[src/rtl/eval_sched_pkg.sv]
// Shared types for the round-robin evaluation scheduler: FSM states, the
// operation encoding and the settle-counter width.
package eval_sched_pkg;

  typedef enum logic [1:0] {
    IDLE = 2'd0,
    EVAL = 2'd1,
    RESP = 2'd2
  } state_e;

  typedef enum logic {
    OP_BUF = 1'b0,
    OP_AND = 1'b1
  } op_e;

  // Wide enough for SETTLE_CYCLES up to 15.
  localparam int CNT_W = 4;

endpackage

[src/rtl/eval_rr_sched_if.sv]
// Requester-side bus of the evaluation scheduler: per-requester request,
// operation and operand slices in, per-requester grant/done plus the shared
// result and busy flag out.
interface eval_rr_sched_if #(
  parameter int N_REQ = 4,
  parameter int WIDTH = 8
);
  logic [N_REQ-1:0]       req;
  logic [N_REQ-1:0]       op_sel;
  logic [N_REQ*WIDTH-1:0] opa;
  logic [N_REQ*WIDTH-1:0] opb;
  logic [N_REQ-1:0]       gnt;
  logic [N_REQ-1:0]       done;
  logic [WIDTH-1:0]       result;
  logic                   busy;

  // Requesters drive operands and requests, observe grant/done/result.
  modport master (
    output req, op_sel, opa, opb,
    input  gnt, done, result, busy
  );

  // The scheduler consumes requests and returns grant/done/result.
  modport slave (
    input  req, op_sel, opa, opb,
    output gnt, done, result, busy
  );
endinterface

[src/rtl/eval_gate_unit.sv]
// Structural evaluation unit shared by all requesters: per bit a buf and an
// and primitive, followed by an op mux selecting which one reaches the output.
module eval_gate_unit
  import eval_sched_pkg::*;
#(
  parameter int WIDTH = 8
) (
  input  op_e              op_i,
  input  logic [WIDTH-1:0] opa_i,
  input  logic [WIDTH-1:0] opb_i,
  output logic [WIDTH-1:0] y_o
);

  wire [WIDTH-1:0] buf_w;
  wire [WIDTH-1:0] and_w;

  genvar i;
  generate
    for (i = 0; i < WIDTH; i++) begin : g_bit
      buf u_buf (buf_w[i], opa_i[i]);
      and u_and (and_w[i], opa_i[i], opb_i[i]);
    end
  endgenerate

  assign y_o = (op_i == OP_AND) ? and_w : buf_w;

endmodule

[src/rtl/eval_rr_sched.sv]
// Round-robin scheduler sharing one eval_gate_unit among N_REQ requesters.
// A grant latches the winner's operands, waits SETTLE_CYCLES in EVAL, then
// registers the result and pulses that requester's done for one RESP cycle.
// Optional feature macro: EVAL_SCHED_STATS_EN adds a saturating 16-bit
// grant_count output incremented on every RESP cycle.
module eval_rr_sched
  import eval_sched_pkg::*;
#(
  parameter int N_REQ         = 4,
  parameter int WIDTH         = 8,
  parameter int SETTLE_CYCLES = 1
) (
  input  logic clk,
  input  logic rst_n,
`ifdef EVAL_SCHED_STATS_EN
  output logic [15:0] grant_count,
`endif
  eval_rr_sched_if.slave bus
);

  localparam int IDX_W = (N_REQ > 1) ? $clog2(N_REQ) : 1;

  state_e             state_q, state_d;
  logic [IDX_W-1:0]   ptr_q, ptr_d;
  logic [IDX_W-1:0]   idx_q, idx_d;
  logic [CNT_W-1:0]   cnt_q, cnt_d;
  logic [N_REQ-1:0]   gnt_q, gnt_d;
  logic [N_REQ-1:0]   done_q, done_d;
  logic [WIDTH-1:0]   result_q, result_d;

  op_e                op_q;
  logic [WIDTH-1:0]   opa_q;
  logic [WIDTH-1:0]   opb_q;
  logic               load_ops;

  logic               win_found;
  logic [IDX_W-1:0]   win_idx;
  logic [WIDTH-1:0]   eval_y;

  // Winner search: first set request above ptr, otherwise first set at or below it.
  always_comb begin
    win_found = 1'b0;
    win_idx   = '0;
    for (int j = 0; j < N_REQ; j++) begin
      if (!win_found && bus.req[j] && (j > int'(ptr_q))) begin
        win_found = 1'b1;
        win_idx   = IDX_W'(j);
      end
    end
    for (int j = 0; j < N_REQ; j++) begin
      if (!win_found && bus.req[j] && (j <= int'(ptr_q))) begin
        win_found = 1'b1;
        win_idx   = IDX_W'(j);
      end
    end
  end

  // The eval unit only ever sees the latched operands.
  eval_gate_unit #(
    .WIDTH(WIDTH)
  ) u_eval (
    .op_i  (op_q),
    .opa_i (opa_q),
    .opb_i (opb_q),
    .y_o   (eval_y)
  );

  // Next-state and output decode for the IDLE -> EVAL -> RESP cycle.
  always_comb begin
    state_d  = state_q;
    ptr_d    = ptr_q;
    idx_d    = idx_q;
    cnt_d    = cnt_q;
    gnt_d    = gnt_q;
    done_d   = '0;
    result_d = result_q;
    load_ops = 1'b0;
    unique case (state_q)
      IDLE: begin
        gnt_d = '0;
        if (win_found) begin
          state_d  = EVAL;
          idx_d    = win_idx;
          gnt_d    = N_REQ'(1) << win_idx;
          cnt_d    = CNT_W'(SETTLE_CYCLES - 1);
          load_ops = 1'b1;
        end
      end
      EVAL: begin
        if (cnt_q == '0) begin
          state_d  = RESP;
          result_d = eval_y;
          done_d   = N_REQ'(1) << idx_q;
        end else begin
          cnt_d = cnt_q - 1'b1;
        end
      end
      RESP: begin
        state_d = IDLE;
        gnt_d   = '0;
        ptr_d   = idx_q;
      end
      default: begin
        state_d = IDLE;
        gnt_d   = '0;
      end
    endcase
  end

  // Control and result registers; reset aborts any in-flight operation.
  always_ff @(posedge clk or negedge rst_n) begin
    if (!rst_n) begin
      state_q  <= IDLE;
      ptr_q    <= IDX_W'(N_REQ - 1);
      idx_q    <= '0;
      cnt_q    <= '0;
      gnt_q    <= '0;
      done_q   <= '0;
      result_q <= '0;
    end else begin
      state_q  <= state_d;
      ptr_q    <= ptr_d;
      idx_q    <= idx_d;
      cnt_q    <= cnt_d;
      gnt_q    <= gnt_d;
      done_q   <= done_d;
      result_q <= result_d;
    end
  end

  // Operand latches: loaded only on a grant, so later input changes are ignored.
  always_ff @(posedge clk) begin
    if (load_ops) begin
      op_q  <= op_e'(bus.op_sel[win_idx]);
      opa_q <= bus.opa[win_idx*WIDTH +: WIDTH];
      opb_q <= bus.opb[win_idx*WIDTH +: WIDTH];
    end
  end

  assign bus.gnt    = gnt_q;
  assign bus.done   = done_q;
  assign bus.result = result_q;
  assign bus.busy   = (state_q != IDLE);

`ifdef EVAL_SCHED_STATS_EN
  logic [15:0] grant_count_q;

  // Saturating count of completed services.
  always_ff @(posedge clk or negedge rst_n) begin
    if (!rst_n) begin
      grant_count_q <= '0;
    end else if ((state_q == RESP) && (grant_count_q != 16'hFFFF)) begin
      grant_count_q <= grant_count_q + 16'd1;
    end
  end

  assign grant_count = grant_count_q;
`endif

endmodule

[src/flat_wrapper.sv]
// flat-port wrapper written by rule: the top's interface ports become plain ports
module eval_rr_sched_flat import eval_sched_pkg::*;
#(
  parameter int N_REQ         = 4,
  parameter int WIDTH         = 8,
  parameter int SETTLE_CYCLES = 1
)
  (clk, rst_n, bus_req, bus_op_sel, bus_opa, bus_opb, bus_gnt, bus_done, bus_result, bus_busy);
  eval_rr_sched_if #(.N_REQ(N_REQ), .WIDTH(WIDTH)) bus_i ();
  input  logic clk;
  input  logic rst_n;
  input wire logic [$bits(bus_i.req)-1:0] bus_req;
  input wire logic [$bits(bus_i.op_sel)-1:0] bus_op_sel;
  input wire logic [$bits(bus_i.opa)-1:0] bus_opa;
  input wire logic [$bits(bus_i.opb)-1:0] bus_opb;
  output wire logic [$bits(bus_i.gnt)-1:0] bus_gnt;
  output wire logic [$bits(bus_i.done)-1:0] bus_done;
  output wire logic [$bits(bus_i.result)-1:0] bus_result;
  output wire logic [$bits(bus_i.busy)-1:0] bus_busy;
  assign bus_i.req = bus_req;
  assign bus_i.op_sel = bus_op_sel;
  assign bus_i.opa = bus_opa;
  assign bus_i.opb = bus_opb;
  assign bus_gnt = bus_i.gnt;
  assign bus_done = bus_i.done;
  assign bus_result = bus_i.result;
  assign bus_busy = bus_i.busy;
  eval_rr_sched #(.N_REQ(N_REQ), .WIDTH(WIDTH), .SETTLE_CYCLES(SETTLE_CYCLES)) u_core (.clk(clk), .rst_n(rst_n), .bus(bus_i));
endmodule
[config.mk]
export PLATFORM = sky130hd
export DESIGN_NAME = eval_rr_sched_flat
export DESIGN_NICKNAME = d
export VERILOG_FILES = /design/src/rtl/eval_sched_pkg.sv /design/src/rtl/eval_rr_sched_if.sv /design/src/rtl/eval_gate_unit.sv /design/src/rtl/eval_rr_sched.sv /design/src/flat_wrapper.sv
export SDC_FILE = /design/constraint.sdc
export NUM_CORES = 1
export LEC_CHECK = 0
export BUFFER_PORTS_ARGS = -buffer_cell sky130_fd_sc_hd__buf_2
export CAP_MARGIN = 10
export CORE_ASPECT_RATIO = 1.4
export CORE_MARGIN = 3
export CORE_UTILIZATION = 45
export CTS_BUF_LIST = sky130_fd_sc_hd__clkbuf_8 sky130_fd_sc_hd__clkbuf_16
export DETAILED_ROUTE_END_ITERATION = 16
export PLACE_DENSITY = 0.73
export SYNTH_ARGS = -nofsm -noshare
export SYNTH_HDL_FRONTEND = slang
export SYNTH_HIERARCHICAL = 1
export SYNTH_SLANG_ARGS = --single-unit
[constraint.sdc]
create_clock -name clk -period 4.8 [get_ports clk]
set_clock_uncertainty 0.05 [all_clocks]
set_input_delay 0.24 -clock clk [delete_from_list [all_inputs] [get_ports clk]]
set_output_delay 0.24 -clock clk [all_outputs]
set_load 0.01 [all_outputs]
==> impl_results.md, run 1 <==
* Final setup TNS at 0 ns
* Drt via density at 5.30
* GP Congestion at 0.744
* Routed WL at 5060 um
* Starting Density at 0.479
* ANT cells at 0
* NetSw at 0.000531 W
* Peak Freq at 480 MHz
* Worst Path Max Fanout at 18
* First-pass GRT wire length at 8030 um
* Primary FF master, synth: dfrtp_1
* CP Data Required Time at 4.78 ns
* Total clock sinks at 43
* CTS HTree Levels at 2
* Cells after Synth at 204
* Largest net degree at the start of global routing at 27
* Max clock buf depth at 2
* Syn avg cell area at 11.0 um^2
* Area occupied by registers at 1160 um^2
* Crit path DAT at 2.06 ns
* Ratio of final minimum period to clock period at 0.434
* R2r setup slk at 2.72 ns
* Synth Warn # at 6
* Max_cap viols at 0
* Gr ovfl total at 0
* GRT Util Overall at 0.178
* Worst slew pin tran at 1.04 ns
* Slew HR at 0.307
* Initial antenna violation count at 0
* Met3 GRT Util at 0.0302
* Post-route cell area at 2750 um^2
* Number of synthesized flops with an enable pin at 17
* RSZ-0062 raised after global routing: false
* Synth Net Count at 280
* Hold buffer count at cts at 1
* Startpoint types: register
* Design internal power at 0.000946 W
* Fin. max-slew vios at 0
* Combinational power share at 0.399
* Layout Nets at 364
* DIE AREA at 5880 um^2
* DRT iter0 DRCs at 107
* Leakage at 1.37 nW
* Area share of the leading cell type in the synthesized netlist at 0.268
* Fill cells at 416
* CTS Root Buffer Type: clkbuf_8
* Yosys cell types at 44
* Post-CTS setup repair buffer count at 0
* Synth area leader: dfrtp_1
* Post-synth ARST share at 0.605
* Crit. End Element: register
* WL per Instance at 14.4 um
* Synth Register Bits at 43
* Most common cell after layout, fill and taps aside: buf_2
* Sequential share of power at 0.462
* TritonCTS clock tree: built
* Sequential fraction of the synthesis area at 0.519
* Placed cell areas at 2660 um^2
* Post-cts repair resize count at 0
* DP Worst Slack at 2.72 ns
* Fin. Hold Viols at 0
* Post-Syn Area at 2240 um^2
* Met2 GRT Util at 0.325
* VDD IR max at 0.000267 V
* IO buf count at 90
* TritonCTS Buffers at 5
* Via count at 1860
* Clock-pin slew on the worst setup and hold paths at 0.08 ns
* Layout cells sized above 1 at 0.360
* Multi-input logic area at 920 um^2
* PnR Total Power at 0.00148 W
* DRC Markers at 0
* Area contributors post-synth: dfrtp_1 (27%), edfxtp_1 (23%), a22o_1 (7.8%)
* DP HPWL at 3780 um
* Core area at 4680 um^2
* Setup CP Type: reg -> reg
* Met1 Resource Use GR at 0.207
* Die width at 65.7 um
* I/O pin cnt at 91
* Busiest grt layer: met2
* Chip height at 89.5 um
* Post-DRT Antenna Nets at 0
* Post-route worst setup slack at 2.72 ns
* Most frequent cells in the layout: buf_2 (90), nand2_1 (30), dfrtp_1 (24), a22o_1 (20)
* # rows at 29
* Power per cell area at 537 nW/um^2
* Clock Power Share at 0.139
* Tmin final at 2.08 ns
* Vias in the first global route at 1839
* DRT Pass-1 Iters at 4
* Layout area overhead at 22.7%
* Insertion delay of the later-clocked pin in the worst-skew pair at 0.29 ns
* Status: complete, no violations
* Switching Fraction at 0.360
* Final setup viols at 0
* Min-Delay Path Class: in -> reg
metal layers:
layer / wire [um] / vias up / part of all wire
met4: 79 / 0 / 0.016
li1: - / 923 / -
met3: 316 / 6 / 0.062
met1: 1980 / 864 / 0.39
met5: 0 / - / 0
met2: 2690 / 67 / 0.53
cell families after synthesis:
family	share of synthesized area
AOI/OAI and AO/OA	0.249
xor gates and xnor gates	0.00781
muxes	0.0162
DFF	0.519
buffers and inverters	0.0709
and+or+nand+nor	0.126
adders and majority gates	0.0112
per-stage QoR:
| step | hold WS, ns | cells | utilization |
|---|---|---|---|
| 2_1_floorplan | -0.106 | 204 | - |
| 3_3_place_gp | 0.216 | 342 | 0.568 |
| 3_5_place_dp | 0.229 | 342 | 0.568 |
| 4_1_cts | 0.187 | 351 | 0.588 |
| 5_1_grt | 0.197 | 351 | 0.588 |
| 6_report | 0.195 | 351 | 0.588 |
cell type report:
cell class              instances  area share
well taps                      62      0.0282
multi-input cells             134       0.334
clock buffers                   5      0.0250
repair buffers                 91       0.167
flip-flops and latches         43       0.423
inverters                      13      0.0177
clock inverters                 3     0.00409
Yosys cell counts, types with 2 or more instances:
| cell type | n |
|---|---|
| nand3_1 | 4 |
| dfrtp_1 | 24 |
| ha_1 | 2 |
| a22o_1 | 20 |
| a21oi_1 | 4 |
| o21bai_1 | 2 |
| inv_1 | 12 |
| xor2_1 | 2 |
| nand2_1 | 30 |
| buf_2 | 4 |
| edfxtp_1 | 17 |
| o21ai_1 | 3 |
| a21boi_0 | 9 |
| nor2_1 | 11 |
| buf_6 | 6 |
| a221o_1 | 17 |
| nor2b_1 | 4 |
| buf_4 | 2 |
| o21ai_0 | 2 |
| dfstp_2 | 2 |
| nor3_1 | 2 |
| clkbuf_1 | 2 |
| nand2b_1 | 2 |
path summary, 6_finish.rpt:
check / start / to / depth (start not counted)
worst min-delay path: bus_opb[30] / u_core/opb_q[6] / 2
worst max-delay path: u_core/ptr_q[1] / u_core/opa_q[7] / 4
worst min register to register: u_core/bus.result[6] / u_core/bus.result[6] / 2
max in group asynchronous: rst_n / u_core/bus.result[6] / 2
worst max register to register: u_core/ptr_q[1] / u_core/opa_q[7] / 4
min in group asynchronous: rst_n / u_core/cnt_q[1] / 2
registers in the layout, summed over array words and instances, names as in the netlist:
name,cells
u_core/bus.gnt,4
u_core/bus.result,8
u_core/ptr_q,2
u_core/state_q,2
u_core/opb_q,8
u_core/op_q,1
u_core/cnt_q,4
u_core/opa_q,8
u_core/idx_q,2
u_core/bus.done,4
power groups by stage:
stage               clock [W]  combinational, W  sequential, W
floorplan                   0          0.000451       0.000678
global placement            0          0.000583       0.000686
detailed placement          0          0.000594       0.000691
CTS                  0.000212          0.000599       0.000684
global route         0.000230          0.000662       0.000704
finish               0.000206          0.000589       0.000682
worst max-delay path, stage by stage (launching register included):
cell and delay [ns]:
dfstp_2 0.66, o21ai_1 0.10, a32o_1 0.47, a22o_1 0.27, a221o_1 0.27
Note: power is estimated with default switching activity, not from simulation.
==> run 2, diff against run 1 <==
--- a/config.mk
+++ b/config.mk
@@ -9,7 +9,7 @@
 export CAP_MARGIN = 10
 export CORE_ASPECT_RATIO = 1.4
 export CORE_MARGIN = 3
-export CORE_UTILIZATION = 45
+export CORE_UTILIZATION = 43
 export CTS_BUF_LIST = sky130_fd_sc_hd__clkbuf_8 sky130_fd_sc_hd__clkbuf_16
 export DETAILED_ROUTE_END_ITERATION = 16
 export PLACE_DENSITY = 0.73
==> constraint.sdc (replaced) <==
create_clock -name clk -period 1.8 [get_ports clk]
set_clock_uncertainty 0.05 [all_clocks]
set_input_delay 0.09 -clock clk [delete_from_list [all_inputs] [get_ports clk]]
set_output_delay 0.09 -clock clk [all_outputs]
set_load 0.01 [all_outputs]
==> run 2 against run 1 <==
Net effect:
- critical path depth increased by 1
- worst hold slack got worse by 0.15 ns
- wire length increased by 5.1%
- clock-buffer cell count increased by 1
- utilization increased by 0.46 points
- setup slack got worse by 2.8 ns
- critical endpoint is now u_core/opa_q[3]
- the run now ends with setup timing left
- power increased to 2.9 times the previous value
- design area increased by 6.7%
==> impl_results.md, run 2 (synthesis results as in run 1) <==
* Fill cells at 443
* TritonCTS Buffers at 5
* Via count at 1956
* Chip height at 91.4 um
* IO buf count at 90
* CP Data Required Time at 1.80 ns
* TritonCTS clock tree: built
* Drt via density at 5.33
* HP Start: bus_opa[4]
* Crit. End Element: register
* ANT cells at 0
* CTS HTree Levels at 2
* Crit path DAT at 1.86 ns
* Post-route worst setup slack at -0.0581 ns
* Ratio of final minimum period to clock period at 1.03
* Power per cell area at 1470 nW/um^2
* DP HPWL at 4000 um
* Status: finished with violations
* Post-DRT Antenna Nets at 0
* # rows at 30
* Min Hold Slack at 0.0442 ns
* VDD IR max at 0.000713 V
* Reg2reg path depth at 5
* Failing checks: setup timing
* First-pass GRT wire length at 8340 um
* Most frequent cells in the layout: buf_2 (90), nand2_1 (30), dfrtp_1 (24), a22o_1 (20)
* Tmin final at 1.86 ns
* GRT Util Overall at 0.175
* Startpoint types: register
* DRC Markers at 0
* DRT Pass-1 Iters at 4
* Setup crit end: u_core/opa_q[3]
* GP Congestion at 0.795
* I/O pin cnt at 91
* DP Worst Slack at -0.0880 ns
* CTS Root Buffer Type: clkbuf_8
* Peak Freq at 538 MHz
* R2r setup slk at -0.06 ns
* Fin. max-slew vios at 0
* RSZ-0062 raised after global routing: true
* Final setup viols at 16
* Max clock buf depth at 2
* DRT iter0 DRCs at 97
* Most common cell after layout, fill and taps aside: buf_2
* Critical R2R Capture: u_core/opa_q[3]
* Total clock sinks at 43
* Min-Delay Path Class: in -> reg
* DIE AREA at 6130 um^2
* Layout area overhead at 30.9%
* Vias in the first global route at 1885
* Die width at 67.0 um
* Core area at 4950 um^2
* Leakage at 1.45 nW
* Setup CP Type: reg -> reg
* Final setup TNS at -0.547 ns
* Starting Density at 0.453
* Initial antenna violation count at 0
* Worst Path Max Fanout at 5
* Util after Layout at 0.592
* Largest net degree at the start of global routing at 27
* Gr ovfl total at 0
* Routed WL at 5320 um
* Insertion delay of the later-clocked pin in the worst-skew pair at 0.29 ns
* Slew HR at 0.612
* Fin. Hold Viols at 0
* Clock-pin slew on the worst setup and hold paths at 0.08 ns
* WL per Instance at 14.5 um
* Worst slew pin tran at 0.582 ns
* Reg2reg start: u_core/ptr_q[1]
* Crit. Startpoint: u_core/ptr_q[1]
* Layout Nets at 378
* Layout cells sized above 1 at 0.406
* Max_cap viols at 0
==> run 2: changes by cell type in the layout (fill, tap and decap cells not counted), sizes merged <==
cell,change
clkbuf,+2
inv,-2
buf,+13
clkinv,+1
==> run 2: routing by layer <==
metal	share of wire	track usage	wire [um]	up-vias
li1	-	-	-	955
met1	0.40	0.207	2130	908
met2	0.51	0.304	2720	81
met3	0.067	0.0347	355	12
met4	0.022	0.0643	118	0
met5	0	0	0	-
==> run 2: layout make-up <==
cell class | instances | area (um^2) | share of cell area
multi-input cells | 134 | 938 | 0.320
flip-flops and latches | 43 | 1160 | 0.397
repair buffers | 105 | 612 | 0.209
well taps | 64 | 80.1 | 0.0273
clock buffers | 6 | 82.6 | 0.0281
clock inverters | 2 | 8.76 | 0.00299
inverters | 13 | 48.8 | 0.0166
==> run 2: what timing repair did <==
item,4_1_cts,5_1_grt
hold buffers,1,0
hold endpoints to repair,24,0
setup endpoints to repair,17,17
buffers inserted,0,0
resized for setup,2,1
pin swaps,0,9
gates cloned,0,2
==> run 2: critical path: stages (launching register included) <==
cell       delay (ns)
dfstp_2          0.58
a21oi_2          0.07
o211a_4          0.27
clkbuf_16        0.16
a22o_1           0.21
a221o_1          0.26
==> run 2: worst min path at each step <==
stage                          to  cells after the start
6_report          u_core/opa_q[4]                      2
5_1_grt           u_core/opa_q[3]                      2
4_1_cts           u_core/opa_q[4]                      2
3_5_place_dp      u_core/idx_q[0]                      1
3_3_place_gp      u_core/idx_q[0]                      1
2_1_floorplan  u_core/bus.done[0]                      0
==> run 2: power breakdown <==
group | total, W | internal, W | switching [W]
Combinational | 0.00192 | 0.000954 | 0.000970
Clock | 0.000612 | 0.000304 | 0.000308
Sequential | 0.00179 | 0.00155 | 0.000236
==> run 2: metrics by stage <==
step	area, um^2	total power (W)	cells
after floorplan	2250	0.00302	204
final	2930	0.00432	367
after detailed placement	2780	0.00365	356
after global routing	2930	0.00462	367
after CTS	2890	0.00428	365
after global placement	2780	0.00361	356
